<file path="src/rtl/soc_pkg.sv">
// Shared SoC definitions: IO region codes, status word layout and the
// UART transmit drain state encoding.
package soc_pkg;

  localparam logic [3:0] REGION_MEM  = 4'h0;
  localparam logic [3:0] REGION_LED  = 4'h1;
  localparam logic [3:0] REGION_UART = 4'h2;

  localparam int ST_EMPTY     = 0;
  localparam int ST_FULL      = 1;
  localparam int ST_OVF       = 2;
  localparam int ST_LEVEL_LSB = 8;

  typedef enum logic [1:0] {
    IDLE      = 2'd0,
    BUSY_WAIT = 2'd1,
    DONE_WAIT = 2'd2
  } drain_state_t;

endpackage

</file>
<file path="src/rtl/sync_fifo.sv">
// Single-clock circular FIFO with occupancy count and a registered read port.
// Shared by the UART transmit path and, later, the receive path.
module sync_fifo #(
  parameter int WIDTH      = 8,
  parameter int DEPTH      = 16,
  parameter int LEVEL_BITS = $clog2(DEPTH) + 1
) (
  input  logic                  clk,
  input  logic                  resetn,
  input  logic                  wr_en,
  input  logic [WIDTH-1:0]      wr_data,
  input  logic                  rd_en,
  output logic [WIDTH-1:0]      rd_data,
  output logic [LEVEL_BITS-1:0] level,
  output logic                  empty,
  output logic                  full
);

  localparam int PTR_BITS = (DEPTH > 1) ? $clog2(DEPTH) : 1;

  logic [WIDTH-1:0]      mem [DEPTH];
  logic [PTR_BITS-1:0]   wr_ptr_reg;
  logic [PTR_BITS-1:0]   rd_ptr_reg;
  logic [LEVEL_BITS-1:0] level_reg;
  logic [LEVEL_BITS-1:0] level_next;
  logic [WIDTH-1:0]      rd_data_reg;
  logic                  push;
  logic                  pop;

  assign empty = (level_reg == '0);
  assign full  = (level_reg == LEVEL_BITS'(DEPTH));
  assign push  = wr_en && !full;
  assign pop   = rd_en && !empty;

  always_comb begin
    level_next = level_reg;
    if (push && !pop)
      level_next = level_reg + LEVEL_BITS'(1);
    else if (pop && !push)
      level_next = level_reg - LEVEL_BITS'(1);
  end

  // Storage has no reset so it can map onto block RAM.
  always_ff @(posedge clk) begin
    if (push)
      mem[wr_ptr_reg] <= wr_data;
  end

  // DEPTH is a power of two, so pointer overflow is the modulo wrap.
  always_ff @(posedge clk) begin
    if (!resetn) begin
      wr_ptr_reg  <= '0;
      rd_ptr_reg  <= '0;
      level_reg   <= '0;
      rd_data_reg <= '0;
    end else begin
      level_reg <= level_next;
      if (push)
        wr_ptr_reg <= wr_ptr_reg + PTR_BITS'(1);
      if (pop) begin
        rd_data_reg <= mem[rd_ptr_reg];
        rd_ptr_reg  <= rd_ptr_reg + PTR_BITS'(1);
      end
    end
  end

  assign rd_data = rd_data_reg;
  assign level   = level_reg;

endmodule

</file>
<file path="src/rtl/uart_tx_fifo.sv">
// Transmit buffer for IO region 4'h2: queues bytes from the bus and feeds them
// one at a time to the UART via its sendReq/ready handshake.
module uart_tx_fifo
  import soc_pkg::*;
#(
  parameter int DEPTH      = 16,
  parameter int LEVEL_BITS = $clog2(DEPTH) + 1
) (
  input  logic        clk,
  input  logic        resetn,
  input  logic        wr_valid,
  input  logic [7:0]  wr_data,
  output logic        wr_ready,
  input  logic        ovf_clr,
  output logic [31:0] status,
  output logic [7:0]  tx_data,
  output logic        tx_send,
  input  logic        tx_ready
);

  drain_state_t          state_reg;
  logic                  tx_send_reg;
  logic                  ovf_reg;
  logic                  pop;
  logic                  fifo_empty;
  logic                  fifo_full;
  logic [LEVEL_BITS-1:0] fifo_level;

  sync_fifo #(
    .WIDTH      (8),
    .DEPTH      (DEPTH),
    .LEVEL_BITS (LEVEL_BITS)
  ) u_fifo (
    .clk     (clk),
    .resetn  (resetn),
    .wr_en   (wr_valid),
    .wr_data (wr_data),
    .rd_en   (pop),
    .rd_data (tx_data),
    .level   (fifo_level),
    .empty   (fifo_empty),
    .full    (fifo_full)
  );

  assign pop = (state_reg == IDLE) && !fifo_empty && tx_ready;

  // Each byte waits for the UART to visibly go busy and then idle again,
  // so a stale ready right after sendReq cannot trigger a second pop.
  always_ff @(posedge clk) begin
    if (!resetn) begin
      state_reg   <= IDLE;
      tx_send_reg <= 1'b0;
    end else begin
      tx_send_reg <= 1'b0;
      case (state_reg)
        IDLE: begin
          if (pop) begin
            tx_send_reg <= 1'b1;
            state_reg   <= BUSY_WAIT;
          end
        end
        BUSY_WAIT: begin
          if (!tx_ready)
            state_reg <= DONE_WAIT;
        end
        DONE_WAIT: begin
          if (tx_ready)
            state_reg <= IDLE;
        end
        default: state_reg <= IDLE;
      endcase
    end
  end

  // A fresh overflow wins over a simultaneous clear.
  always_ff @(posedge clk) begin
    if (!resetn)
      ovf_reg <= 1'b0;
    else if (wr_valid && fifo_full)
      ovf_reg <= 1'b1;
    else if (ovf_clr)
      ovf_reg <= 1'b0;
  end

  always_comb begin
    status                              = '0;
    status[ST_LEVEL_LSB +: LEVEL_BITS]  = fifo_level;
    status[ST_OVF]                      = ovf_reg;
    status[ST_FULL]                     = fifo_full;
    status[ST_EMPTY]                    = fifo_empty;
  end

  assign wr_ready = !fifo_full;
  assign tx_send  = tx_send_reg;

endmodule
</file>
<file path="config.mk">
export PLATFORM = sky130hd
export DESIGN_NAME = uart_tx_fifo
export DESIGN_NICKNAME = d
export VERILOG_FILES = /design/src/rtl/soc_pkg.sv /design/src/rtl/sync_fifo.sv /design/src/rtl/uart_tx_fifo.sv
export SDC_FILE = /design/constraint.sdc
export NUM_CORES = 1
export LEC_CHECK = 0
export ABC_AREA = 1
export BUFFER_PORTS_ARGS = -buffer_cell sky130_fd_sc_hd__buf_2
export CELL_PAD_IN_SITES_DETAIL_PLACEMENT = 1
export CELL_PAD_IN_SITES_GLOBAL_PLACEMENT = 1
export CORE_MARGIN = 2
export CORE_UTILIZATION = 42
export DETAILED_ROUTE_END_ITERATION = 8
export PLACE_DENSITY = 0.85
export SLEW_MARGIN = 20
export SYNTH_ARGS = -nofsm -noshare
export SYNTH_HDL_FRONTEND = slang
export SYNTH_SLANG_ARGS = --single-unit
</file>
<file path="constraint.sdc">
create_clock -name clk -period 1.95 [get_ports clk]
set_clock_uncertainty 0.1 [all_clocks]
set_input_delay 0.2925 -clock clk [delete_from_list [all_inputs] [get_ports clk]]
set_output_delay 0.2925 -clock clk [all_outputs]
set_load 0.01 [all_outputs]
</file>
==> results_dict.tcl, run 1 <==
set metrics [dict create \
    seqCellArea_um2 4354 \
    switching_share_pct 32.53 \
    syn_area_per_cell_um2 9.827 \
    grt_setup_unrepaired "yes" \
    hold_buffers 0 \
    hp-class "in2reg" \
    cts_made_buffers 17 \
    syn_inst 706 \
    fmax_mhz 494.7 \
    route.detailed.drc 0 \
    cp.arrival_ps 2230 \
    final.setup.worst_slack_ps -71.38 \
    setup.worst_path.start "u_fifo.level[3]" \
    ys_warn_count 0 \
    p_seq_share_pct 37.7 \
    worstMarginPinSlew_ps 666.9 \
    end_kind "register" \
    synth.distinct_cells 34 \
    nets 771 \
    largest_reg_flops 128 \
    firstDrtPassIters 4 \
    syn_area_um2 6938 \
    fin_crit_sh_pct 103.7 \
    violations "setup timing" \
    path_clk_slew_ps 60 \
    gr-total-overflow 0 \
    gp_congestion 0.8014 \
    seq_area_frac_synth_pct 62.61 \
    outcome "complete, but fails checks" \
    critPathLaunchType "register" \
    die_w_um 132.5 \
    grt_antenna_before_repair 0 \
    power_density_nw_per_um2 1282 \
    wl_um 17920 \
    grt_util_met3_pct 4.636 \
    drv_cap 0 \
    timing.final.max_slew_violations 0 \
    grt_use_met2_pct 37.19 \
    period_minus_slack_ps 2021 \
    die_area_um2 17560 \
    cts-root-buf "clkbuf_16" \
    cts_tree "yes" \
    use_met1_pct 24.81 \
    drive_gt1_share_pct 17.52 \
    grtUsageTotal_pct 21.39 \
    hold_viol 0 \
    routed-via-count 4822 \
    core_area_um2 16000 \
    dp_hpwl_um 11170 \
    final_antenna_net_count 0 \
    final_common_cell "nand2_1" \
    cts.htree.levels 4 \
    cts_sinks 153 \
    setup_viol 3 \
    grt_pass1_wl_um 28210 \
    wl_per_cell_um 18.38 \
    busiest_layer "met2" \
    mostFrequentLayoutCells "218 x nand2_1, 128 x edfxtp_1, 93 x nand3_1" \
    hp-start "ovf_clr" \
    relSlewSlack_pct 55.47 \
    worstSkewPairLatency_ps 440 \
    combPwrFrac_pct 28.9 \
    hold_ws_ps 16.74 \
    placed_cells_incl_taps 939 \
    grt_pass1_vias 5282 \
    area_delta_synth_final_pct 15.60 \
    ir_worst_vdd_v 0.0007490 \
    core.rowCount 46 \
    ys_ff_latch 153 \
    cts_max_path_buffers 2 \
    finalNonFillerCells 975 \
    reg2reg_from "u_fifo.level[3]" \
    start_util_pct 43.36 \
    p_total_uw 10290 \
    io_pins 55 \
    cp.required_ps 2150 \
    portBuffers 30 \
    path_max_fanout 6 \
    via_per_inst 4.946 \
    grt_max_degree 67 \
    power.share.clock_pct 33.3 \
    n_antenna_cell 0 \
    final.fill_count 1810 \
    switchingPower_uw 3346 \
    crit_type "reg2reg" \
    cell_internal_pwr_uw 6939 \
    multiInputGateArea_um2 2062 \
    drt_iter0_drc 313 \
    die_h_um 132.5 \
    leakage_uw 0.003425 \
    fin_setup_tns_ps -172.3 \
]
==> repair_timing <==
item / 4_1_cts / 5_1_grt
setup endpoints to repair: 54 / 83
buffers inserted: 5 / 0
cloned: 0 / 0
gates resized for setup: 7 / 14
pin swaps: 8 / 5
==> synth_stat cells, drive strengths merged <==
library cell / instances / share of area (%)
nor2: 40 / 2.3
clkbuf: 1 / 0.054
ha: 10 / 1.8
conb: 1 / 0.054
nand3: 93 / 6.7
o21bai: 1 / 0.11
xnor2: 1 / 0.13
edfxtp: 128 / 55
fa: 1 / 0.29
nand4: 2 / 0.36
buf: 54 / 5.3
nand2: 222 / 12
or2: 1 / 0.13
xor2: 4 / 0.50
and2: 1 / 0.090
a21oi: 15 / 1.2
inv: 94 / 5.2
nor3b: 1 / 0.18
clkinv: 1 / 0.054
nor4: 1 / 0.090
dfxtp: 25 / 7.2
o21ai: 9 / 0.65
==> critical path, cell delays in order (launching register included) <==
cell	delay (ps)
dfxtp_4	350
nor2_4	160
nand4_4	110
nand2_4	110
inv_6	50
ha_4	180
inv_6	80
ha_4	210
a21oi_2	110
o21ai_1	90
and2_1	140
o21bai_1	120
a21oi_1	80
==> routing by layer <==
| layer | vias up | routed length (um) | share of wire [%] |
|---|---|---|---|
| li1 | 2310 | - | - |
| met1 | 2334 | 7101 | 40 |
| met2 | 134 | 9343 | 52 |
| met3 | 44 | 869 | 4.8 |
| met4 | 0 | 610 | 3.4 |
| met5 | - | 0 | 0 |
==> per-stage QoR <==
| step | util [%] | area [um2] | worst slack [ps] |
|---|---|---|---|
| 3_3_place_gp | 45.71 | 7315 | -17.54 |
| 5_1_grt | 50.13 | 8020 | -186.3 |
| 2_1_floorplan | - | 7097 | -44.56 |
| 6_report | 50.13 | 8020 | -71.38 |
| 3_5_place_dp | 45.71 | 7315 | -94.26 |
| 4_1_cts | 49.85 | 7976 | -40.17 |
==> cell families after synthesis <==
| kind of cell | count (synthesis) | synth area share, % |
|---|---|---|
| compound gates | 25 | 1.948 |
| xor+xnor | 5 | 0.6312 |
| fa+ha+maj | 11 | 2.092 |
| buf+inv | 150 | 10.57 |
| flops | 153 | 62.62 |
| other cells | 1 | 0.05405 |
| simple gates | 361 | 22.09 |
==> layout make-up <==
class	instances	share of cell area [%]
inverter	95	4.633
tap	216	3.370
clock buffer	18	5.351
sequential	153	54.29
multi-input combinational	426	25.71
timing repair buffer	54	4.431
clock inverter	13	2.215
==> power by group through the flow <==
stage / Clock (uW) / Combinational (uW) / Sequential [uW]
2_1_floorplan: 0 / 1890 / 4000
3_3_place_gp: 0 / 2720 / 3930
3_5_place_dp: 0 / 2820 / 3950
4_1_cts: 3460 / 2920 / 3880
5_1_grt: 3560 / 3290 / 3900
6_report: 3430 / 2980 / 3880
==> final timing paths <==
kind | end | cells after the start | slack (ps)
max | u_fifo.level[4] | 12 | -70
min | ovf_reg | 4 | 20
max reg2reg | u_fifo.level[4] | 12 | -70
min reg2reg | state_reg[1] | 1 | 370
Note: power is estimated with default switching activity, not from simulation.
==> run 2, diff against run 1 <==
- BUFFER_PORTS_ARGS: -buffer_cell sky130_fd_sc_hd__buf_2 -> not set
- CORE_UTILIZATION: 42 -> 45
- DONT_BUFFER_PORTS: not set -> 1
- PLACE_DENSITY: 0.85 -> 0.86
==> run 2 against run 1 <==
Net effect:
- sequential power rose by 2%
- sequential share of layout area down 0.37 points
- critical endpoint unchanged
- global-route usage grew 3.7 points
- sequential cell count is the same
- the flow finishes with violations (hold timing, setup timing)
- fmax decreased by 8.2%
==> results_dict.tcl, run 2 (synthesized netlist as in run 1, its figures left out) <==
set metrics [dict create \
    final.setup.worst_slack_ps -251.9 \
    largest_reg_flops 128 \
    die_h_um 128.2 \
    crit_path_frequent_cell "ha_4" \
    wl_per_cell_um 22.28 \
    grt_antenna_before_repair 1 \
    cp.arrival_ps 2410 \
    via_per_inst 5.440 \
    worstMarginPinSlew_ps 764.6 \
    cts_sinks 153 \
    fin_crit_sh_pct 112.9 \
    setup_viol 17 \
    gr-total-overflow 0 \
    hp-class "in2reg" \
    leakage_uw 0.003368 \
    ir_worst_vdd_v 0.0007408 \
    cts_max_path_buffers 2 \
    nets 758 \
    grtUsageTotal_pct 25.11 \
    cts.htree.levels 4 \
    path_cells "nor2_4 -> buf_4 -> nand4_4 -> nand2_4 -> ha_4 -> inv_6 -> ha_4 -> nand2_1 -> o21ai_2 -> nor2_1 -> o21bai_1 -> a21oi_1" \
    core_area_um2 15150 \
    violations "hold timing, setup timing" \
    critPathLaunchType "register" \
    slowest_stage "dfxtp_4" \
    timing.final.max_slew_violations 0 \
    grt_pass1_wl_um 30300 \
    cts_made_buffers 17 \
    wl_um 20880 \
    grt_max_degree 42 \
    outcome "complete, but fails checks" \
    core.rowCount 45 \
    reg2reg_from "u_fifo.level[3]" \
    die_area_um2 16430 \
    path_clk_slew_ps 60 \
    hold_viol 6 \
    hp-start "resetn" \
    setup.worst_path.start "u_fifo.level[3]" \
    start_util_pct 45.81 \
    worstRegToRegCells 12 \
    period_minus_slack_ps 2202 \
    power_density_nw_per_um2 1290 \
    portBuffers 0 \
    firstDrtPassIters 5 \
    cpPeakStageDelay_ps 350 \
    cp.required_ps 2160 \
    post-place-ws_ps -200.5 \
    grt_setup_unrepaired "yes" \
    hold_buffers 15 \
    final_antenna_net_count 0 \
    route.detailed.drc 0 \
    drv_cap 0 \
    fmax_mhz 454.2 \
    hold_ws_ps -88.01 \
    drt_iter0_drc 534 \
    final_common_cell "nand2_1" \
    cts_tree "yes" \
    dp_hpwl_um 12050 \
    path_max_fanout 4 \
    final_util_pct 53.32 \
    routed-via-count 5097 \
    cts-root-buf "clkbuf_16" \
    mostFrequentLayoutCells "216 x nand2_1, 128 x edfxtp_1, 93 x nand3_1" \
    die_w_um 128.2 \
    gp_congestion 0.8441 \
    end_kind "register" \
    hold_depth 2 \
    grt_pass1_vias 5465 \
    worstSkewPairLatency_ps 430 \
    area_delta_synth_final_pct 16.39 \
    relSlewSlack_pct 48.86 \
    io_pins 55 \
    drive_gt1_share_pct 15.26 \
    crit_type "reg2reg" \
]
run 2: layout make-up:
type	count	area [um2]
Multi-Input combinational cell	426	2147
Sequential cell	153	4354
Timing Repair Buffer	41	387.9
Antenna cell	2	5.005
Fill cell	1654	7071
Tap cell	188	235.2
Clock buffer	17	425.4
Clock inverter	15	151.4
Inverter	95	369.1
run 2: routing by layer:
| metal | up-vias | part of all wire (%) | global-route usage [%] |
|---|---|---|---|
| li1 | 2297 | - | - |
| met1 | 2545 | 38 | 29.02 |
| met2 | 200 | 53 | 43.91 |
| met3 | 55 | 5.8 | 5.634 |
| met4 | 0 | 3.7 | 12.67 |
| met5 | - | 0 | 0 |
run 2: where the power goes:
part	internal, uW	switching (uW)
Sequential	3760	183
Combinational	1120	2080
Clock	1880	1400
run 2: path summary, 6_finish.rpt:
kind	slack, ps	to
setup / recovery	-250	u_fifo.level[4]
hold / removal	-90	u_fifo.wr_ptr_reg[1]
setup reg to reg	-250	u_fifo.level[4]
hold reg to reg	370	state_reg[0]
run 2: repair_timing:
item / in CTS / in global routing
gates resized for setup: 17 / 21
endpoints found under the setup margin: 122 / 79
endpoints found under the hold margin: 138 / 7
setup buffers: 2 / 4
pin swaps: 8 / 9
run 2: worst max-delay path: cells and delay by family (launching register included):
family | cells | cell delay (ps)
AOI/OAI and AO/OA | 3 | 430
adders and majority gates | 2 | 480
buffers and inverters | 2 | 190
DFF | 1 | 350
and+or+nand+nor | 5 | 520
run 2: metrics by stage:
| stage | hold slack, ps | power, uW | setup TNS (ps) | cells | cell area, um2 |
|---|---|---|---|---|---|
| 6_report | -88.01 | 10420 | -498.4 | 937 | 8075 |
| 5_1_grt | -92.72 | 10780 | -1755 | 935 | 8070 |
| 4_1_cts | -118.9 | 10080 | -325.6 | 934 | 7970 |
| 3_5_place_dp | 292.2 | 6693 | -10320 | 885 | 7184 |
| 3_3_place_gp | 292.2 | 6465 | -777.6 | 885 | 7184 |
| 2_1_floorplan | 291.4 | 5886 | -77.34 | 729 | 7097 |
==> run 3, diff against run 2 <==
- SYNTH_HIERARCHICAL: not set -> 1
==> run 3 against run 2 <==
Net effect:
- the run ends with setup timing left
- cell area grew 2.0%
- total power grew 7.3%
- area after synthesis fell by 0.49%
- sequential share of layout area down 0.98 points
- non-clock buffer count is 23 higher
- die area shrank 0.47%
- utilization rose by 1.3 points
- via count up 4.4%
- combinational power increased by 12%
- sequential cell count is the same
- count of clock-buffer cells in the layout unchanged
- wire length is 3.3% higher
- critical path type unchanged
==> results_dict.tcl, run 3 <==
set metrics [dict create \
    outcome "complete, but fails checks" \
    violations "setup timing" \
    switching_share_pct 35.12 \
    power.share.clock_pct 32.1 \
    hp-class "in2reg" \
    cp.arrival_ps 2670 \
    die_w_um 127.9 \
    ys_ff_latch 153 \
    worstRegToRegCells 17 \
    final_common_cell "nand2_1" \
    reg2reg_to "u_fifo/level[4]" \
    synth.distinct_cells 25 \
    period_minus_slack_ps 2471 \
    yosysMostFrequentCell "nand2_1" \
    gr-total-overflow 0 \
    cts_tree "yes" \
    cpPeakStageDelay_ps 350 \
    ir_worst_vdd_v 0.0006240 \
    hold_end "u_fifo/wr_ptr_reg[1]" \
    final.setup.worst_slack_ps -521.2 \
    final_util_pct 54.57 \
    n_antenna_cell 0 \
    wl_per_cell_um 22.35 \
    io_pins 55 \
    combPwrFrac_pct 32.1 \
    crit_path_frequent_cell "nand2_1" \
    area_delta_synth_final_pct 19.26 \
    cts.htree.levels 4 \
    die_area_um2 16350 \
    grt_pass1_wl_um 31600 \
    place_area_um2 7238 \
    via_per_inst 5.516 \
    syn_area_per_cell_um2 9.670 \
    grt_setup_unrepaired "yes" \
    synth_edf_count 128 \
    core_area_um2 15090 \
    die_h_um 127.9 \
    setup_viol 4 \
    ff2ff_setup_slack_ps -520 \
    grt_antenna_before_repair 0 \
    start_util_pct 45.75 \
    largest_reg_flops 128 \
    synthTopCellsByCount "224 x nand2_1, 128 x edfxtp_1, 94 x inv_1" \
    final_antenna_net_count 0 \
    path_cells "nor2_4 -> nand4_1 -> inv_1 -> nor2_1 -> nand2_1 -> inv_2 -> nand2_4 -> ha_4 -> inv_6 -> buf_4 -> ha_1 -> inv_1 -> nor2_2 -> o21bai_1 -> nand2_1 -> nand2_1 -> a21oi_2" \
    leakage_uw 0.003546 \
    p_total_uw 11180 \
    nets 788 \
    grt_pass1_vias 5633 \
    worstSkewPairLatency_ps 440 \
    reg2reg_from "u_fifo/level[0]" \
    cp.required_ps 2150 \
    routed-via-count 5323 \
    dp_hpwl_um 11870 \
    path_clk_slew_ps 70 \
    firstDrtPassIters 6 \
    slowest_stage "dfxtp_4" \
    synth_top_area_share_pct 55.67 \
    syn_area_um2 6904 \
    synthFlopType "edfxtp_1" \
    cts_sinks 153 \
    mostFrequentLayoutCells "221 x nand2_1, 128 x edfxtp_1, 93 x nand3_1" \
    final.fill_count 1665 \
    drv_cap 0 \
    gp_congestion 0.8084 \
    route.detailed.drc 0 \
    relSlewSlack_pct 51.27 \
    portBuffers 0 \
    drive_gt1_share_pct 15.44 \
    core.rowCount 45 \
    hold_depth 3 \
    path_max_fanout 3 \
    drt_iter0_drc 550 \
    cts-root-buf "clkbuf_16" \
    hp-start "wr_valid" \
    cell_internal_pwr_uw 7251 \
    fmax_mhz 404.7 \
    wl_um 21570 \
    async_flop_share_pct 0 \
    fin_crit_sh_pct 126.7 \
    critPathLaunchType "register" \
    end_kind "register" \
    p_seq_share_pct 35.7 \
    timing.final.max_slew_violations 0 \
    grtUsageTotal_pct 26.42 \
    worstMarginPinSlew_ps 728.6 \
    ys_warn_count 6 \
    seq_area_frac_synth_pct 62.92 \
    synth_area_leader_cell "edfxtp_1" \
    crit_type "reg2reg" \
    cts_max_path_buffers 2 \
    grt_max_degree 67 \
    cts_made_buffers 17 \
    post-place-ws_ps -427.0 \
    design_area_um2 8234 \
    hold_viol 0 \
    power_density_nw_per_um2 1357 \
    ys_top_cells_by_area "edfxtp_1 56%, nand2_1 12%, dfxtp_1 7.2%, nand3_1 6.7%, inv_1 5.1%" \
    switchingPower_uw 3926 \
    syn_inst 714 \
]
-- run 3: layout make-up --
| type | instances | area (um2) | share of cell area [%] |
|---|---|---|---|
| flip-flops and latches | 153 | 4359 | 52.94 |
| clock buffers | 17 | 425.4 | 5.166 |
| well taps | 188 | 235.2 | 2.857 |
| multi-input cells | 430 | 2018 | 24.51 |
| repair buffers | 64 | 606.8 | 7.370 |
| clock inverters | 14 | 205.2 | 2.492 |
| inverters | 99 | 384.1 | 4.665 |
-- run 3: cell families after synthesis --
kind of cell             synth area share [%]
flip-flops                              62.92
adder cells (fa/ha/maj)                 1.921
buffers and inverters                   10.73
XOR/XNOR                               0.7611
AND/OR/NAND/NOR                         22.06
other                                 0.05432
AO/OA/AOI/OAI                           1.558
-- run 3: how the worst max path moves through the flow --
stage                               start               to  cells past startpoint
after global routing      u_fifo/level[0]  u_fifo/level[4]                     17
after detailed placement  u_fifo/level[3]  u_fifo/level[4]                     16
after global placement    u_fifo/level[3]  u_fifo/level[4]                     17
final                     u_fifo/level[0]  u_fifo/level[4]                     17
after CTS                 u_fifo/level[3]  u_fifo/level[4]                     16
after floorplan           u_fifo/level[0]  u_fifo/level[4]                     16
-- run 3: layer usage --
metal / up-vias / global-route usage [%] / part of all wire (%)
met5: - / 0 / 0
met4: 0 / 12.80 / 4.7
met3: 85 / 4.967 / 6.1
met2: 250 / 47.06 / 52
met1: 2646 / 30.65 / 38
li1: 2342 / - / -
-- run 3: timing repair --
item                                    in CTS  in global routing
hold buffers                                13                  0
resized for setup                            8                 37
pin swaps                                    3                 14
endpoints found under the setup margin      16                132
buffers inserted                             5                  7
endpoints found under the hold margin      138                  0
-- run 3: metrics by stage --
step | hold slack [ps] | setup TNS [ps] | cells
CTS | 81.59 | -987.9 | 959
global placement | 292.6 | -348.5 | 910
global route | 107.4 | -3690 | 965
floorplan | 291.4 | -609.0 | 737
finish | 95.41 | -1676 | 965
detailed placement | 292.6 | -998.0 | 910
-- run 3: power by group through the flow --
stage	logic (uW)	registers [uW]	clock network [uW]
finish	3590	3990	3590
global placement	2700	4020	0
global route	3860	4010	3740
detailed placement	2930	4040	0
floorplan	2040	4020	0
CTS	3220	3980	3590
-- run 3: worst max-delay path, delay by kind of cell, from the launching register on --
family	cells	cell delay [ps]
compound gates	2	210
buf+inv	5	460
flops	1	350
fa+ha+maj	2	480
simple gates	8	750
